`src/rtl/tlb_op_ctrl.sv`:
```
// tlb_op_ctrl: sequences TLBSRCH/TLBRD/TLBWR/TLBFILL/INVTLB onto the TLB ports
// and returns CSR results; owns the search-port-1 mux shared with load/store.
module tlb_op_ctrl #(
   parameter int TLBNUM = 16,
   localparam int IDXW = $clog2(TLBNUM)
) (
   input  logic            clk,
   input  logic            reset,
   input  logic            req_valid,
   output logic            req_ready,
   input  logic [2:0]      req_op,
   input  logic [4:0]      req_inv_op,
   input  logic [IDXW-1:0] req_index,
   input  logic [18:0]     req_vppn,
   input  logic [9:0]      req_asid,
   input  logic [88:0]     req_entry,
   output logic            resp_valid,
   input  logic            resp_ready,
   output logic            resp_found,
   output logic [IDXW-1:0] resp_index,
   output logic [88:0]     resp_entry,
   output logic            resp_err,
   input  logic [18:0]     mem_s1_vppn,
   input  logic [9:0]      mem_s1_asid,
   output logic            mem_stall,
   output logic [18:0]     tlb_s1_vppn,
   output logic [9:0]      tlb_s1_asid,
   input  logic            tlb_s1_found,
   input  logic [IDXW-1:0] tlb_s1_index,
   output logic            tlb_we,
   output logic [IDXW-1:0] tlb_w_index,
   output logic [88:0]     tlb_w_entry,
   output logic [IDXW-1:0] tlb_r_index,
   input  logic [88:0]     tlb_r_entry,
   output logic            tlb_inv_valid,
   output logic [4:0]      tlb_inv_op
);
   typedef enum logic [1:0] {IDLE, EXEC, RESP} state_t;
   state_t state, state_nx;
   logic [2:0]      op;
   logic [4:0]      inv_op;
   logic [IDXW-1:0] idx, fill_ptr;
   logic [18:0]     vppn;
   logic [9:0]      asid;
   logic [88:0]     entry;
   logic            exec, is_srch, is_rd, is_wr, is_fill, is_inv, inv_ok;
   assign is_srch = op == 3'd0;
   assign is_rd   = op == 3'd1;
   assign is_wr   = op == 3'd2;
   assign is_fill = op == 3'd3;
   assign is_inv  = op == 3'd4;
   assign inv_ok  = is_inv && inv_op <= 5'd6;
   always_comb begin
      state_nx      = (state == IDLE && req_valid) ? EXEC :
                      (state == EXEC) ? RESP :
                      (state == RESP && resp_ready) ? IDLE : state;
      exec          = state == EXEC;
      req_ready     = state == IDLE;
      resp_valid    = state == RESP;
      tlb_we        = exec && (is_wr || is_fill);
      tlb_inv_valid = exec && inv_ok;
      mem_stall     = exec && (is_srch || inv_ok);
      tlb_s1_vppn   = mem_stall ? vppn : mem_s1_vppn;
      tlb_s1_asid   = mem_stall ? asid : mem_s1_asid;
      tlb_w_index   = idx;
      tlb_r_index   = idx;
      tlb_w_entry   = entry;
      tlb_inv_op    = inv_op;
   end
   always_ff @(posedge clk or posedge reset) begin
      if (reset) begin
         state      <= IDLE;
         fill_ptr   <= '0;
         op         <= '0;
         inv_op     <= '0;
         idx        <= '0;
         vppn       <= '0;
         asid       <= '0;
         entry      <= '0;
         resp_found <= 1'b0;
         resp_index <= '0;
         resp_entry <= '0;
         resp_err   <= 1'b0;
      end else begin
         state <= state_nx;
         if (state == IDLE && req_valid) begin
            op     <= req_op;
            inv_op <= req_inv_op;
            idx    <= (req_op == 3'd3) ? fill_ptr : req_index;
            vppn   <= req_vppn;
            asid   <= req_asid;
            entry  <= req_entry;
         end
         if (exec) begin
            resp_found <= is_srch && tlb_s1_found;
            resp_index <= is_srch ? tlb_s1_index : is_fill ? idx : '0;
            resp_entry <= is_rd ? tlb_r_entry : '0;
            resp_err   <= op > 3'd4 || (is_inv && inv_op > 5'd6);
            if (is_fill)
               fill_ptr <= (fill_ptr == IDXW'(TLBNUM - 1)) ? '0 : fill_ptr + 1'b1;
         end
      end
   end
endmodule

```
`config.mk`:
```
export PLATFORM = sky130hd
export DESIGN_NAME = tlb_op_ctrl
export DESIGN_NICKNAME = d
export VERILOG_FILES = /design/src/rtl/tlb_op_ctrl.sv
export SDC_FILE = /design/constraint.sdc
export NUM_CORES = 1
export LEC_CHECK = 0
export ABC_AREA = 1
export CAP_MARGIN = 20
export CORE_AREA = 4 4 189 191
export CTS_CLUSTER_DIAMETER = 150
export DETAILED_ROUTE_END_ITERATION = 10
export DIE_AREA = 0 0 193 195
export DONT_BUFFER_PORTS = 1
export HOLD_SLACK_MARGIN = 0.03
export SLEW_MARGIN = 20
export SYNTH_ARGS = -nofsm -noshare
export SYNTH_HDL_FRONTEND = slang
export SYNTH_SLANG_ARGS = --single-unit
```
`constraint.sdc`:
```
create_clock -name clk -period 12.7 [get_ports clk]
set_clock_uncertainty 0.2 [all_clocks]
set_input_delay 0.635 -clock clk [delete_from_list [all_inputs] [get_ports clk]]
set_output_delay 0.635 -clock clk [all_outputs]
set_load 0.01 [all_outputs]
```
==> summary.txt <==
Die width = 193 um
Worst slew slack as a fraction of its limit = 0.291
Clock latency at the later pin of the worst-skew pair = 520 ps
Share of the synthesized netlist area taken by xor and xnor gates = 0.000924
Initial DRT Pass Iterations = 5
Violation count after the first detailed-routing iteration = 364
Number of vias in the routed layout = 8121
Number of cells after detailed placement = 1518
Register bit count reported by yosys = 231
Via count of the first global-routing pass = 8290
Worst path arrival time = 3040 ps
Synthesis-to-layout area growth = 29.8%
Share of cell area taken by muxes after synthesis = 0
Maximum fanout count along the critical path = 74
Peak supply drop = 78.7 uV
Setup Viol. Count Final = 0
Initial Utilization = 0.278
Status = finished, final reports clean
Die area = 0.0376 mm2
Post-synth top flop = dfrtp_1
Post-CTS setup buffer count = 0
Residual DRC = 0
Routed length per instance = 18.7 um
Number of top-level pins = 488
Non-filler instance count after layout = 1739
Share of the synthesized area in compound gates (AO/OA/AOI/OAI) = 0.0111
Number of buffers added by the clock tree synthesis step = 26
CTS tree = built
Fin crit share = 0.305
CTS clock-pin slew for the worst setup and hold paths = 60 ps
Leakage power = 6.12 nW
Worst slack at placement = 9360 ps
Pin count of the biggest net entering global routing = 103
Share of the yosys chip area belonging to registers = 0.610
Count of nets after finishing = 1516
Total count of hold-check failures in the final report = 0
Number of clock sinks = 231
P per Cell Area = 126 mW/mm2
Combinational family with the most area after synthesis = simple AND/OR/NAND/NOR gates
Nature of the critical path startpoint = flop
Async set-or-reset flop fraction in the synthesized netlist = 1.00
Core area = 0.0341 mm2
Max Root-Sink Buffers = 3
Post-synth design cell area = 0.00948 mm2
Total global routing overflow = 0
Synth warnings = 0
Post-cts resize count = 0
Via count normalized by instance count = 4.67
Number of nets in the synthesized netlist = 1382
Actual transition at the worst max-transition pin = 1060 ps
Number of antenna violations at the first check in global routing = 8
Mean area per synthesized cell = 8.43 um2
Endpoint required time on the critical path = 11860 ps
First-pass GRT wire length = 48200 um
Cell Rows = 68
Maximum capacitance violations = 0
Area used by sequential logic in the layout = 0.00578 mm2
Kind of capture point of the worst setup path = primary output
Maximum clock frequency = 258 MHz
Area fraction in and, or, nand and nor cells after synthesis = 0.330
Count of flip-flops with a built-in enable after synthesis = 0
Number of levels in the clock H-tree = 1
HPWL reported at the end of detailed placement = 21800 um
Clock Tree Root = clkbuf_16
WS Path Type = reg2out
Synth unique cells = 18
Weighted congestion reported at the end of routability-driven placement = 0.794
Final critical path time including I/O delays and setup = 3870 ps
Unrepaired setup endpoints after global routing = no
Final routed wirelength across all metal layers = 32500 um
Number of buffers added on ports = 0
Cells after synthesis = 1124
Final worst slack = 8830 ps
Height of the die = 195 um
Number of nets still failing antenna checks after routing = 0
Share of layout cells above drive strength 1 = 0.0446
Number of filler instances in the final layout = 3340
Pins Over Slew Limit = 0
Class of the tightest hold or removal check = in2reg
Sum Neg Setup Slack = 0 ps
Arithmetic-cell share of the synthesized area counting full adders, half adders and majority gates = 0.00132
Multi-input gate area in the final layout = 0.00326 mm2
Total routing resource utilization after global routing = 0.161
synthesized netlist by cell type (2+ instances only):
cell / n / area (um2)
buf_4: 8 / 60.1
buf_2: 35 / 175
dfrtp_1: 231 / 5780
nand2_2: 2 / 12.5
nor3_1: 2 / 10.0
inv_1: 16 / 60.1
inv_2: 2 / 7.51
buf_6: 6 / 67.6
o21ai_0: 21 / 105
nor2_1: 5 / 18.8
nand3_1: 127 / 636
clkbuf_1: 20 / 75.1
nand2_1: 644 / 2420
report_power, final:
part           leakage [nW]  switching, W  internal (W)
sequential             2.70             0      0.000736
combinational          3.00     0.0000321     0.0000373
clock                 0.422      0.000302      0.000446
total                  6.12      0.000334       0.00122
final timing paths:
path                                from               to  slack (ps)  cells after the start
hold reg to reg                  vppn[1]          vppn[1]         280                      2
min in group asynchronous          reset   resp_entry[41]         510                      2
max in group asynchronous          reset  tlb_w_entry[56]       10410                      3
setup / recovery                state[1]   tlb_s1_vppn[4]        8830                      6
hold / removal             req_entry[88]  tlb_w_entry[88]          50                      2
setup reg to reg                state[0]  tlb_w_entry[18]        9800                      6
stage by stage:
stage / instance area [um2] / hold slack (ps) / utilization / total power, W
after floorplan: 9480 / 250 / - / 0.000768
after global placement: 9750 / 264 / 0.286 / 0.000775
after detailed placement: 9750 / 267 / 0.286 / 0.000775
after CTS: 12300 / 30.5 / 0.360 / 0.00158
after global routing: 12300 / 39.2 / 0.360 / 0.00161
final: 12300 / 51.1 / 0.360 / 0.00155
state kept, by name, indices dropped and copies added (netlist names):
register     flops
tlb_w_entry     89
vppn            19
state            2
op               3
resp_entry      89
tlb_r_index      4
fill_ptr         4
tlb_inv_op       5
resp_index       4
resp_found       1
asid            10
resp_err         1
placed cells by master (no fill, tap or decap), types with 8 or more instances in the layout:
cell type and instances:
inv_1 15, nand2_1 644, nand3_1 127, dlygate4sd3_1 167
buf_4 8, o21ai_0 21, dfrtp_1 231, clkbuf_16 27
cell families (layout without fill, tap and decap cells):
| family | count (synthesis) | in the layout |
|---|---|---|
| buf+inv | 87 | 241 |
| simple gates | 783 | 783 |
| flops | 231 | 231 |
| other cells | 0 | 6 |
| compound gates | 21 | 21 |
| xor+xnor | 1 | 1 |
| fa+ha+maj | 1 | 1 |
worst max-delay path, cell delays in order (launching register included):
cell and delay, ps:
dfrtp_1 390, inv_1 150, nand2_4 80, inv_4 570
nand2_1 830, nand2_1 230, nand2_1 210
routing by layer:
| layer | wire [um] | up-vias | GRT usage |
|---|---|---|---|
| met2 | 15700 | 461 | 0.278 |
| li1 | - | 3757 | - |
| met1 | 12000 | 3837 | 0.185 |
| met5 | 21 | - | 0 |
| met3 | 3570 | 62 | 0.0536 |
| met4 | 1100 | 4 | 0.0569 |
area by class of cell:
type / instances / area share
clock buffers: 39 / 0.0635
flip-flops and latches: 231 / 0.470
clock inverters: 9 / 0.00671
well taps: 455 / 0.0463
inverters: 18 / 0.00651
repair buffers: 175 / 0.141
diodes: 6 / 0.00122
multi-input cells: 806 / 0.265
what timing repair did:
action	in CTS	in global routing
hold buffers	167	0
endpoints found under the setup margin	0	0
hold endpoints to repair	261	0
(Power assumes the default switching activity.)
